**config.mk**
```make
export PLATFORM = sky130hd
export DESIGN_NAME = instruction_fetch
export DESIGN_NICKNAME = d
export VERILOG_FILES = /design/src/rtl/instruction_fetch.sv
export SDC_FILE = /design/constraint.sdc
export NUM_CORES = 1
export LEC_CHECK = 0
export CORE_MARGIN = 1.5
export CORE_UTILIZATION = 52
export CTS_CLUSTER_SIZE = 20
export DETAILED_ROUTE_END_ITERATION = 10
export GPL_TIMING_DRIVEN = 0
export PLACE_DENSITY = 0.8
export SLEW_MARGIN = 20
export SYNTH_ARGS = -nofsm -noshare
export SYNTH_HDL_FRONTEND = slang
export SYNTH_SLANG_ARGS = --single-unit
```
**constraint.sdc**
```tcl
create_clock -name system_clock -period 2.97 [get_ports system_clock]
set_input_delay 0.7425 -clock system_clock [delete_from_list [all_inputs] [get_ports system_clock]]
set_output_delay 0.7425 -clock system_clock [all_outputs]
set_load 0.02 [all_outputs]
```
**src/rtl/instruction_fetch.sv**
```systemverilog
// Fetch stage: owns the PC, addresses a 1-cycle-latency instruction memory and pairs
// each returned word with its PC in the IF/ID register, with decode stall and execute redirect.
module instruction_fetch #(
    parameter int unsigned SIZE_EXP2 = 10,
    parameter logic [31:0] RESET_PC  = 32'h0000_0000
) (
    input  logic                 system_clock,
    input  logic                 system_reset_n,
    output logic [SIZE_EXP2-1:0] imem_address,
    input  logic [31:0]          imem_data,
    input  logic                 redirect_valid,
    input  logic [31:0]          redirect_pc,
    input  logic                 out_ready,
    output logic                 out_valid,
    output logic [31:0]          out_pc,
    output logic [31:0]          out_pc_plus4,
    output logic [31:0]          out_instruction
);

    logic [31:0] r_fetch_pc;
    logic        r_resp_valid;
    logic [31:0] r_resp_pc;
    logic        r_out_valid;
    logic [31:0] r_out_pc;
    logic [31:0] r_out_pc_plus4;
    logic [31:0] r_out_instruction;

    logic        w_advance;
    logic [31:0] w_redirect_base;

    assign w_advance       = !r_out_valid || out_ready;
    assign w_redirect_base = redirect_pc & ~32'd3;

    // Memory address select; a stall re-issues the in-flight read since the memory has no enable
    always_comb begin
        imem_address = r_fetch_pc[SIZE_EXP2+1:2];
        if (redirect_valid) begin
            imem_address = w_redirect_base[SIZE_EXP2+1:2];
        end else if (!w_advance && r_resp_valid) begin
            imem_address = r_resp_pc[SIZE_EXP2+1:2];
        end else begin
            imem_address = r_fetch_pc[SIZE_EXP2+1:2];
        end
    end

    // Fetch PC and in-flight request tracking
    always_ff @(posedge system_clock or negedge system_reset_n) begin
        if (!system_reset_n) begin
            r_fetch_pc   <= RESET_PC;
            r_resp_valid <= 1'b0;
            r_resp_pc    <= 32'd0;
        end else if (redirect_valid) begin
            r_fetch_pc   <= w_redirect_base + 32'd4;
            r_resp_valid <= 1'b1;
            r_resp_pc    <= w_redirect_base;
        end else if (w_advance) begin
            r_fetch_pc   <= r_fetch_pc + 32'd4;
            r_resp_valid <= 1'b1;
            r_resp_pc    <= r_fetch_pc;
        end else begin
            r_fetch_pc   <= r_fetch_pc;
            r_resp_valid <= r_resp_valid;
            r_resp_pc    <= r_resp_pc;
        end
    end

    // IF/ID register; a redirect drops the held instruction even while decode stalls
    always_ff @(posedge system_clock or negedge system_reset_n) begin
        if (!system_reset_n) begin
            r_out_valid       <= 1'b0;
            r_out_pc          <= 32'd0;
            r_out_pc_plus4    <= 32'd4;
            r_out_instruction <= 32'd0;
        end else if (redirect_valid) begin
            r_out_valid       <= 1'b0;
            r_out_pc          <= r_out_pc;
            r_out_pc_plus4    <= r_out_pc_plus4;
            r_out_instruction <= r_out_instruction;
        end else if (w_advance) begin
            r_out_valid <= r_resp_valid;
            if (r_resp_valid) begin
                r_out_pc          <= r_resp_pc;
                r_out_pc_plus4    <= r_resp_pc + 32'd4;
                r_out_instruction <= imem_data;
            end else begin
                r_out_pc          <= r_out_pc;
                r_out_pc_plus4    <= r_out_pc_plus4;
                r_out_instruction <= r_out_instruction;
            end
        end else begin
            r_out_valid       <= r_out_valid;
            r_out_pc          <= r_out_pc;
            r_out_pc_plus4    <= r_out_pc_plus4;
            r_out_instruction <= r_out_instruction;
        end
    end

    assign out_valid       = r_out_valid;
    assign out_pc          = r_out_pc;
    assign out_pc_plus4    = r_out_pc_plus4;
    assign out_instruction = r_out_instruction;

endmodule
```
Word-level counts from Yosys, hierarchy flattened
Index checks and enable logic that the tools add are counted.

word-level totals
  register bits = 162
  bits of input ports = 68
  output and inout port bits = 107
  word-level logic and storage cells = 27

cells by class
  add/sub/neg operators = 3
  mux-type cells = 10
  bitwise gates (word level) = 1
  reductions and logical operators = 6

operators with widths
  kind                   count
  $mux 32                4
  $add 32x3->32 const B  3
  $mux 10                2
  $mux 1                 4
  $reduce_and 3->1       1
  $logic_not 1->1        2
  $reduce_bool 2->1      1
  $logic_and 1x1->1      1
  $logic_or 1x1->1       1
  $not 1->1              1

Logic depth before layout (Yosys ltp)
Gate-level depths: netlist (run 1).

  depth in word-level cells = 6
  gate-level depth with buffers = 12
  depth with buffers taken out = 8

Least setup slack after synthesis (run 1)
OpenSTA, ideal clock, no wires.

  path type = in2out
  start point = input redirect_valid
  end point = output imem_address[4]
  data arrival time = 2.200 ns
  required time = 2.227 ns
  setup slack = 0.028 ns
  stages = 7
  path through = buf_6 > buf_4 > inv_1 > clkbuf_1 > buf_1 > nor2_1 > a21oi_1

on the way
  cells in the longest elaborated chain, start to end = 1

RTL lines
  element      RTL line  RTL
  from (decl)  11        input logic redirect_valid,
  $mux 10      37        if (redirect_valid) begin
  to (decl)    9         output logic [SIZE_EXP2-1:0] imem_address,

No other way between the ends.

Final worst setup path (run 1)
  start point = input out_ready
  end point = output imem_address[8]

on the way
  cells in the longest elaborated chain, start to end = 5

RTL lines
  element            RTL line  RTL
  from (decl)        13        input logic out_ready,
  $logic_or 1x1->1   31        assign w_advance = !r_out_valid || out_ready;
  $logic_not 1->1    39        end else if (!w_advance && r_resp_valid) begin
  $logic_and 1x1->1  39
  $mux 10            39
  $mux 10            37

No other way between the ends.

==> impl_metrics.env, run 1 <==
export IMPL_globalRoute_totalOverflow=0
export IMPL_finalWirelength_mm=22.3
export IMPL_chipWidth_um=128
export IMPL_cts_tree="done"
export IMPL_run_status="complete, no violations"
export IMPL_clk_insertion_delay_late_ns=0.43
export IMPL_drv_slew=0
export IMPL_placement_setup_slack_ns=-1.05
export IMPL_grt_start_max_net_pins=94
export IMPL_numCtsBuffers=17
export IMPL_vias=7174
export IMPL_tritoncts_num_sinks=154
export IMPL_hold_path_class="in -> async"
export IMPL_grt_util_overall=0.282
export IMPL_p_leak_nw=4.73
export IMPL_floorplan_rows=45
export IMPL_synth_lib_cells_used_distinct=52
export IMPL_timing_setup_critical_path_class="in -> out"
export IMPL_crit_path_max_incr_delay_ns=0.44
export IMPL_grt_pass1_vias=6941
export IMPL_worst_path_clk_slew_ns=0.06
export IMPL_drcViolationCount=0
export IMPL_routed_wire_length_per_instance_um=17.3
export IMPL_clockRootBuffer="sky130_fd_sc_hd__clkbuf_16"
export IMPL_flow_area_growth_from_synthesis_pct=31.1
export IMPL_timing_final_setup_violations=0
export IMPL_slew_limit_headroom=0.453
export IMPL_wire_length_of_the_first_global_routing_pass_mm=35.7
export IMPL_place_hpwl_mm=16.2
export IMPL_detailroute_wirelength_met3_mm=1.75
export IMPL_final_layout_size_suffix_gt1_frac=0.0955
export IMPL_m1WireLength_mm=9.56
export IMPL_hold_buffers=0
export IMPL_cp_startpoint="out_ready"
export IMPL_synth_edff_count=0
export IMPL_report_final_hold_viol_count=0
export IMPL_postSynth_topFlopCell="sky130_fd_sc_hd__dfrtp_1"
export IMPL_ys_ff_latch=154
export IMPL_most_frequent_cells_in_the_layout="sky130_fd_sc_hd__nand2_1 (283), sky130_fd_sc_hd__clkdlybuf4s50_1 (156), sky130_fd_sc_hd__dfrtp_1 (153), sky130_fd_sc_hd__o21ai_0 (56), sky130_fd_sc_hd__xnor2_1 (50)"
export IMPL_timing_critical_path_cells="clkdlybuf4s50_1, nor2b_2, buf_6, nand2_4, mux2i_1, a21oi_1, buf_4"
export IMPL_yosysSeqAreaShare=0.475
export IMPL_worst_slew_pin_transition_ns=0.820
export IMPL_met2RoutedLength_mm=10.4
export IMPL_finalCoreUtilization=0.700
export IMPL_fp_dieH_um=128
export IMPL_clk_buf_depth=2
export IMPL_core_footprint_um2=15200
export IMPL_top_level_ports=175
export IMPL_placement_cell_area_um2=10100
export IMPL_critical_path_startpoint_type="input pin"
export IMPL_layout_commonest_cell="sky130_fd_sc_hd__nand2_1"
export IMPL_critical_path_required_ns=2.23
export IMPL_postRouteAntennaNets=0
export IMPL_number_of_diodes=0
export IMPL_period_minus_slack_ns=2.87
export IMPL_max_cap_violations=0
export IMPL_finish_net_count=1157
export IMPL_path_buf_inv=3
export IMPL_critPathCaptureType="output pin"
export IMPL_worstPathArrival_ns=2.13
export IMPL_post_route_period_util=0.967
export IMPL_final_seq_area_um2=3850
export IMPL_reg2reg_from="out_valid"
export IMPL_postSynthCellCount=897
export IMPL_worst_supply_voltage_drop_on_vdd_uv=417
export IMPL_place_congestion=0.880
export IMPL_syn_area_per_cell_um2=9.04
export IMPL_synth_async_reset_ratio=1.00
export IMPL_drt_pass1_iter_count=5
export IMPL_power_per_cell_area_nw_per_um2=578
export IMPL_initial_antenna_violation_count=0
export IMPL_mappedNetlistArea_um2=8110
export IMPL_viasPerCell=5.57
export IMPL_fin_worst_hold_slack_ns=0.249
export IMPL_drt_iter0_drc=522
export IMPL_multi_input_comb_area_um2=3990
export IMPL_starting_density_of_the_core=0.534
export IMPL_critical_path_top_delay_family="buffers and inverters"
export IMPL_routed_top_layer="met4"
export IMPL_achievable_frequency_mhz=348
export IMPL_placement_io_buffers=167
export IMPL_htree_levels=4
export IMPL_design_area_um2=10600
export IMPL_critPathMaxFanout=10
export IMPL_fillCellCount=1222
export IMPL_crit_path_max_delay_cell_type="sky130_fd_sc_hd__clkdlybuf4s50_1"
export IMPL_ys_warn_count=0
export IMPL_worst_slack_ns=0.0967
export IMPL_die_area_um2=16400
export IMPL_skew_ns=0.00659
==> per-layer routing <==
layer,track usage,vias to the layer above
li1,-,3362
met1,0.374,3441
met2,0.451,321
met3,0.0668,50
met4,0.105,0
met5,0,-
==> cell families (layout without fill, tap and decap cells) <==
group / after synthesis / count (layout) / share of synthesized area
mux: 50 / 50 / 0.0623
simple gates: 438 / 438 / 0.255
other cells: 1 / 4 / 0.000462
flops: 154 / 154 / 0.475
xor+xnor: 79 / 79 / 0.0853
buf+inv: 65 / 265 / 0.0372
fa+ha+maj: 2 / 2 / 0.00308
compound gates: 108 / 108 / 0.0819
==> power by group <==
group | leakage [nW] | internal [mW] | switching [mW] | total (mW)
clock | 0.272 | 1.16 | 0.866 | 2.02
combinational | 2.60 | 0.680 | 0.813 | 1.49
sequential | 1.86 | 2.37 | 0.257 | 2.63
==> synth_stat cells (all sizes together) (4+ instances only) <==
cell type / instances / share of area
nand2: 284 / 0.13
dfrtp: 153 / 0.47
o21ai: 60 / 0.037
xnor2: 50 / 0.054
nor2: 47 / 0.022
mux2i: 46 / 0.057
nand3: 34 / 0.023
clkbuf: 30 / 0.014
xor2: 29 / 0.031
buf: 25 / 0.019
a21oi: 21 / 0.013
nand4: 18 / 0.019
nor3: 16 / 0.013
inv: 10 / 0.0046
a22oi: 7 / 0.013
a31oi: 7 / 0.0054
nand3b: 7 / 0.012
and2: 6 / 0.0046
and3: 6 / 0.0046
nand4b: 6 / 0.010
a21boi: 5 / 0.0051
mux2: 4 / 0.0056
==> registers in the layout, summed over array words and instances (netlist names) <==
name / flops
out_pc_plus4: 30
out_pc: 30
r_fetch_pc: 30
r_resp_valid: 1
r_resp_pc: 30
out_valid: 1
out_instruction: 32
==> final cells by class <==
type | count | area share
Clock inverter | 10 | 0.00623
Inverter | 10 | 0.00388
Clock buffer | 22 | 0.0455
Sequential cell | 154 | 0.362
Multi-Input combinational cell | 681 | 0.375
Timing Repair Buffer | 170 | 0.159
Buffer | 53 | 0.0258
Tap cell | 188 | 0.0221
==> final timing paths <==
kind | slack [ns] | cells after the start | to
worst max-delay path | 0.1 | 7 | imem_address[8]
worst min-delay path | 0.25 | 1 | r_fetch_pc[18]
worst max register to register | 0.68 | 7 | r_resp_pc[9]
worst min register to register | 0.47 | 2 | out_pc[31]
max in group asynchronous | 1.89 | 2 | out_pc_plus4[2]
min in group system_clock | 0.47 | 2 | out_pc[31]
==> stage by stage <==
step                      power, mW  cells  TNS (ns)
after global placement         4.11   1255   -800.24
final                          6.14   1288         0
after global routing           6.43   1288   -0.0253
after detailed placement       4.15   1256    -15.15
after CTS                      6.17   1287         0
after floorplan                3.39    900         0
==> worst reg2reg max path: stages (launching register included) <==
cell	delay (ns)
sky130_fd_sc_hd__dfrtp_1	0.37
sky130_fd_sc_hd__nor2b_2	0.17
sky130_fd_sc_hd__buf_6	0.12
sky130_fd_sc_hd__buf_4	0.17
sky130_fd_sc_hd__buf_1	0.57
sky130_fd_sc_hd__clkbuf_1	0.45
sky130_fd_sc_hd__nand2_1	0.14
sky130_fd_sc_hd__a31oi_1	0.21
==> repair_timing <==
| item | in CTS | in global routing |
|---|---|---|
| resized for setup | 60 | 2 |
| endpoints found under the setup margin | 19 | 10 |
| buffers inserted | 1 | 1 |
| pin swaps | 4 | 1 |
Note: power is estimated with default switching activity, not from simulation.
==> run 2: changes to the inputs <==
--- a/config.mk
+++ b/config.mk
@@ -11,6 +11,7 @@
 export DETAILED_ROUTE_END_ITERATION = 10
 export GPL_TIMING_DRIVEN = 0
 export PLACE_DENSITY = 0.8
+export SETUP_SLACK_MARGIN = 0.5
 export SLEW_MARGIN = 20
 export SYNTH_ARGS = -nofsm -noshare
 export SYNTH_HDL_FRONTEND = slang
==> run 2 against run 1 <==
Final area is 4.6% higher. Non-clock buffer count up 11. Sequential cell count is the same. Sequential share of layout area decreased by 1.6 points.
==> impl_metrics.env, run 2 (synthesized netlist as in run 1, its figures left out) <==
export IMPL_max_cap_violations=0
export IMPL_flow_area_growth_from_synthesis_pct=37.2
export IMPL_timing_final_setup_violations=0
export IMPL_hold_path_class="in -> async"
export IMPL_placement_io_buffers=167
export IMPL_crit_path_max_incr_delay_ns=0.17
export IMPL_htree_levels=4
export IMPL_number_of_diodes=0
export IMPL_chipWidth_um=128
export IMPL_globalRoute_totalOverflow=0
export IMPL_setup_tns_final_ns=0
export IMPL_critical_path_top_delay_family="buffers and inverters"
export IMPL_largest_register_ffs=32
export IMPL_critical_path_required_ns=2.23
export IMPL_power_per_cell_area_nw_per_um2=582
export IMPL_starting_density_of_the_core=0.534
export IMPL_die_area_um2=16400
export IMPL_final_seq_area_um2=3860
export IMPL_cts_tree="done"
export IMPL_path_buf_inv=6
export IMPL_timing_critical_path_cells="buf_8, buf_8, inv_8, clkbuf_16, buf_12, nor2_2, a21oi_2, buf_6"
export IMPL_floorplan_rows=45
export IMPL_timing_setup_critical_path_class="in -> out"
export IMPL_finish_net_count=1169
export IMPL_multi_input_comb_area_um2=4200
export IMPL_clk_buf_depth=2
export IMPL_layout_commonest_cell="sky130_fd_sc_hd__nand2_1"
export IMPL_numCtsBuffers=17
export IMPL_p_leak_nw=4.91
export IMPL_most_frequent_cells_in_the_layout="sky130_fd_sc_hd__nand2_1 (281), sky130_fd_sc_hd__dfrtp_1 (152), sky130_fd_sc_hd__clkdlybuf4s50_1 (150), sky130_fd_sc_hd__o21ai_0 (52), sky130_fd_sc_hd__xnor2_1 (50)"
export IMPL_place_hpwl_mm=16.4
export IMPL_critical_path_top_cell_by_count="sky130_fd_sc_hd__buf_8"
export IMPL_run_status="complete, no violations"
export IMPL_skew_ns=0.00953
export IMPL_finalWirelength_mm=23.5
export IMPL_grt_start_max_net_pins=93
export IMPL_core_footprint_um2=15200
export IMPL_clk_insertion_delay_late_ns=0.43
export IMPL_vias=7377
export IMPL_drcViolationCount=0
export IMPL_post_route_period_util=0.833
export IMPL_drt_pass1_iter_count=6
export IMPL_worst_slew_pin_transition_ns=0.830
export IMPL_fp_dieH_um=128
export IMPL_achievable_frequency_mhz=404
export IMPL_routed_wire_length_per_instance_um=18.1
export IMPL_viasPerCell=5.68
export IMPL_critPathMaxFanout=9
export IMPL_initial_antenna_violation_count=0
export IMPL_grt_pass1_vias=7060
export IMPL_period_minus_slack_ns=2.47
export IMPL_drt_iter0_drc=717
export IMPL_grt_util_overall=0.292
export IMPL_crit_path_max_delay_cell_type="sky130_fd_sc_hd__a21oi_2"
export IMPL_worst_path_clk_slew_ns=0.06
export IMPL_place_congestion=0.900
export IMPL_critical_path_startpoint_type="input pin"
export IMPL_final_layout_size_suffix_gt1_frac=0.131
export IMPL_setup_repair_after_global_routing_missed_its_margin="true"
export IMPL_critPathCaptureType="output pin"
export IMPL_postRouteAntennaNets=0
export IMPL_worstPathArrival_ns=1.73
export IMPL_fillCellCount=1113
export IMPL_slew_limit_headroom=0.447
export IMPL_wire_length_of_the_first_global_routing_pass_mm=36.8
export IMPL_worst_supply_voltage_drop_on_vdd_uv=434
export IMPL_finalCoreUtilization=0.732
export IMPL_top_level_ports=175
export IMPL_drv_slew=0
export IMPL_clockRootBuffer="sky130_fd_sc_hd__clkbuf_16"
export IMPL_report_final_hold_viol_count=0
export IMPL_tritoncts_num_sinks=154
-- run 2: cell types whose count changed in the layout (fill, tap and decap cells not counted), moves of 4 or more --
cell                              before  now
sky130_fd_sc_hd__o21ai_0              56   52
sky130_fd_sc_hd__a21oi_1              19   14
sky130_fd_sc_hd__buf_6                 3   10
sky130_fd_sc_hd__nor2_2                0    4
sky130_fd_sc_hd__mux2i_4               0    4
sky130_fd_sc_hd__clkdlybuf4s50_1     156  150
sky130_fd_sc_hd__nor2_1               47   41
sky130_fd_sc_hd__buf_2                15    7
sky130_fd_sc_hd__buf_4                11   18
sky130_fd_sc_hd__mux2i_1              46   40
-- run 2: metrics by stage --
stage               hold WS, ns  setup WS, ns  area (um2)  power, mW  std cells
floorplan                 0.447         0.478        8220       3.41        900
global placement          0.456         -5.10       10100       4.14       1255
detailed placement        0.461        -0.630       10200       4.18       1256
CTS                       0.277         0.502       11000       6.44       1294
global route              0.295         0.482       11100       6.74       1299
finish                    0.253         0.496       11100       6.47       1299
-- run 2: layout make-up --
| type | count | share of cell area |
|---|---|---|
| inverters | 10 | 0.00405 |
| multi-input cells | 682 | 0.377 |
| clock inverters | 12 | 0.0133 |
| flip-flops and latches | 154 | 0.347 |
| clock buffers | 19 | 0.0407 |
| repair buffers | 179 | 0.162 |
| well taps | 188 | 0.0211 |
| plain buffers | 55 | 0.0355 |
-- run 2: metal layers --
layer | share of wire | vias to the layer above | global-route usage
met5 | 0 | - | 0
met2 | 0.48 | 413 | 0.490
met1 | 0.40 | 3525 | 0.382
met3 | 0.093 | 63 | 0.0526
li1 | - | 3376 | -
met4 | 0.027 | 0 | 0.106
-- run 2: what timing repair did --
action | in CTS | in global routing
cloned | 1 | 1
buffers inserted | 6 | 4
endpoints found under the setup margin | 79 | 18
hold buffers | 0 | 0
pin swaps | 4 | 2
hold endpoints to repair | 0 | 0
gates resized for setup | 97 | 22
-- run 2: worst register-to-register path, stage by stage, from the launching register on --
cell                       delay, ns
sky130_fd_sc_hd__dfrtp_1        0.34
sky130_fd_sc_hd__nor2b_4        0.14
sky130_fd_sc_hd__buf_6          0.15
sky130_fd_sc_hd__buf_4          0.19
sky130_fd_sc_hd__buf_1          0.60
sky130_fd_sc_hd__clkbuf_1       0.45
sky130_fd_sc_hd__a21oi_1        0.17
sky130_fd_sc_hd__a21oi_1        0.21
-- run 2: final timing paths --
path	cells past startpoint	start	slack, ns	end
worst min register to register	2	out_instruction[25]	0.47	out_instruction[25]
min in group system_clock	2	out_instruction[25]	0.47	out_instruction[25]
worst max register to register	7	out_valid	0.63	r_resp_pc[6]
max in group asynchronous	2	system_reset_n	1.89	out_pc_plus4[2]
worst max-delay path	8	redirect_valid	0.50	imem_address[5]
worst min-delay path	1	system_reset_n	0.25	r_fetch_pc[18]
-- run 2: where the power goes --
part	internal, mW	leakage (nW)	switching (mW)
combinational	0.741	2.76	0.863
clock	1.36	0.295	0.873
sequential	2.37	1.86	0.266
==> run 3: changes to the inputs <==
==> constraint.sdc (replaced) <==
create_clock -name system_clock -period 2.6 [get_ports system_clock]
set_input_delay 0.65 -clock system_clock [delete_from_list [all_inputs] [get_ports system_clock]]
set_output_delay 0.65 -clock system_clock [all_outputs]
set_load 0.02 [all_outputs]
==> run 3 against run 2 <==
Sequential share of layout area fell by 1.4 points. First-iteration DRC count shrank 4.7%. Clock-buffer cell count is 2 higher. Register-to-register slack got worse by 0.03 ns. Worst setup slack worse by 0.26 ns. Sequential power is 14% higher. Final cell count is 1.8% higher. Die area unchanged.
==> impl_metrics.env, run 3 (synthesized netlist as in run 1, its figures left out) <==
export IMPL_grt_util_overall=0.299
export IMPL_crit_path_max_incr_delay_ns=0.38
export IMPL_clkPwrFrac=0.360
export IMPL_cts_tree="done"
export IMPL_numCtsBuffers=17
export IMPL_flow_area_growth_from_synthesis_pct=43.0
export IMPL_core_footprint_um2=15200
export IMPL_hold_buffers=0
export IMPL_p_leak_nw=5.36
export IMPL_crit_reg2reg_capture="out_pc_plus4[20]"
export IMPL_fp_dieH_um=128
export IMPL_total_power_mw=7.66
export IMPL_htree_levels=4
export IMPL_power_combinational_fraction=0.246
export IMPL_placement_cell_area_um2=10200
export IMPL_finish_net_count=1193
export IMPL_vias=7492
export IMPL_sequentialPowerShare=0.394
export IMPL_design_area_um2=11600
export IMPL_rr_worst_depth=8
export IMPL_wire_length_of_the_first_global_routing_pass_mm=37.7
export IMPL_final_layout_size_suffix_gt1_frac=0.172
export IMPL_critPathCaptureType="output pin"
export IMPL_most_frequent_cells_in_the_layout="sky130_fd_sc_hd__nand2_1 (280), sky130_fd_sc_hd__dfrtp_1 (149), sky130_fd_sc_hd__clkdlybuf4s50_1 (118), sky130_fd_sc_hd__o21ai_0 (52), sky130_fd_sc_hd__xnor2_1 (49)"
export IMPL_place_congestion=0.874
export IMPL_tritoncts_num_sinks=154
export IMPL_critical_path_required_ns=1.95
export IMPL_power_switching_share=0.303
export IMPL_placement_io_buffers=167
export IMPL_crit_path_max_delay_cell_type="sky130_fd_sc_hd__dfrtp_1"
export IMPL_timing_final_setup_violations=0
export IMPL_drt_pass1_iter_count=5
export IMPL_slew_limit_headroom=0.491
export IMPL_skew_ns=0.00946
export IMPL_timing_critical_path_cells="nor2b_4, buf_6, nand2_8, mux2i_2, a21oi_2, buf_2"
export IMPL_final_cells=1322
export IMPL_drt_iter0_drc=683
export IMPL_globalRoute_totalOverflow=0
export IMPL_critical_path_startpoint_type="flip-flop"
export IMPL_finalCoreUtilization=0.763
export IMPL_power_per_cell_area_nw_per_um2=661
export IMPL_worst_slew_pin_transition_ns=0.763
export IMPL_timing_setup_critical_path_class="reg -> out"
export IMPL_worst_supply_voltage_drop_on_vdd_uv=628
export IMPL_period_minus_slack_ns=2.36
export IMPL_place_hpwl_mm=16.4
export IMPL_placedCellCount=1256
export IMPL_reg2reg_from="r_resp_pc[6]"
export IMPL_floorplan_rows=45
export IMPL_chipWidth_um=128
export IMPL_switching_power_summed_over_all_nets_mw=2.32
export IMPL_top_level_ports=175
export IMPL_clockRootBuffer="sky130_fd_sc_hd__clkbuf_16"
export IMPL_worstPathArrival_ns=1.71
export IMPL_number_of_diodes=0
export IMPL_largest_register_ffs=32
export IMPL_internal_power_contribution_mw=5.34
export IMPL_drcViolationCount=0
export IMPL_routed_wire_length_per_instance_um=18.3
export IMPL_die_area_um2=16400
export IMPL_drv_slew=0
export IMPL_clk_insertion_delay_late_ns=0.43
export IMPL_post_route_period_util=0.908
export IMPL_starting_density_of_the_core=0.534
export IMPL_initial_antenna_violation_count=0
export IMPL_report_final_hold_viol_count=0
export IMPL_postRouteAntennaNets=0
export IMPL_max_cap_violations=0
export IMPL_critPathMaxFanout=5
export IMPL_grt_start_max_net_pins=93
export IMPL_setup_repair_after_global_routing_missed_its_margin="true"
export IMPL_layout_commonest_cell="sky130_fd_sc_hd__nand2_1"
export IMPL_reg2reg_setup_slack_ns=0.60
export IMPL_hold_path_class="in -> async"
export IMPL_viasPerCell=5.67
export IMPL_finalWirelength_mm=24.2
export IMPL_run_status="complete, no violations"
export IMPL_worst_path_clk_slew_ns=0.06
export IMPL_achievable_frequency_mhz=423
export IMPL_grt_pass1_vias=7189
export IMPL_clk_buf_depth=2
==> run 3: power groups by stage <==
stage	sequential (mW)	combinational (mW)	clock [mW]
finish	3.02	1.89	2.76
global route	3.06	2.03	2.86
CTS	3.01	1.84	2.77
detailed placement	3.04	1.76	0
global placement	3.03	1.72	0
floorplan	3.23	0.689	0
==> run 3: worst max path at each step <==
| stage | to | slack [ns] | cells after the start | start |
|---|---|---|---|---|
| floorplan | r_fetch_pc[26] | 0.20 | 11 | redirect_valid |
| global placement | out_instruction[7] | -5.45 | 1 | system_reset_n |
| detailed placement | imem_address[9] | -0.62 | 7 | out_ready |
| CTS | imem_address[7] | 0.27 | 6 | out_valid |
| global route | imem_address[7] | 0.20 | 6 | out_valid |
| finish | imem_address[4] | 0.24 | 6 | out_valid |
==> run 3: area by class of cell <==
type / count / area (um2)
multi-input cells: 683 / 4370
well taps: 188 / 235
clock inverters: 9 / 185
clock buffers: 21 / 460
fillers: 1009 / 3600
inverters: 10 / 40.0
repair buffers: 202 / 2030
plain buffers: 55 / 415
flip-flops and latches: 154 / 3860
==> run 3: repair_timing <==
action | 4_1_cts | 5_1_grt
pin swaps | 21 | 27
buffers inserted | 24 | 10
gates cloned | 2 | 0
endpoints found under the setup margin | 151 | 85
resized for setup | 130 | 56
==> run 3: stage by stage <==
| stage | setup TNS, ns | setup slack (ns) | hold slack, ns |
|---|---|---|---|
| 2_1_floorplan | 0 | 0.204 | 0.354 |
| 3_3_place_gp | -864.45 | -5.45 | 0.456 |
| 3_5_place_dp | -33.94 | -0.621 | 0.462 |
| 4_1_cts | 0 | 0.270 | 0.182 |
| 5_1_grt | 0 | 0.204 | 0.190 |
| 6_report | 0 | 0.238 | 0.160 |
==> run 3: layer usage <==
metal  track usage  up-vias  wire [um]
li1              -     3442          -
met1         0.384     3590       9900
met2         0.497      407      11500
met3        0.0622       53       2160
met4         0.116        0        622
met5             0        -          0
==> run 3: worst max-delay path: cells and delay by family, from the launching register on <==
| family | cells | cell delay, ns |
|---|---|---|
| compound gates | 1 | 0.09 |
| flops | 1 | 0.38 |
| simple gates | 2 | 0.25 |
| buf+inv | 2 | 0.29 |
| mux | 1 | 0.26 |
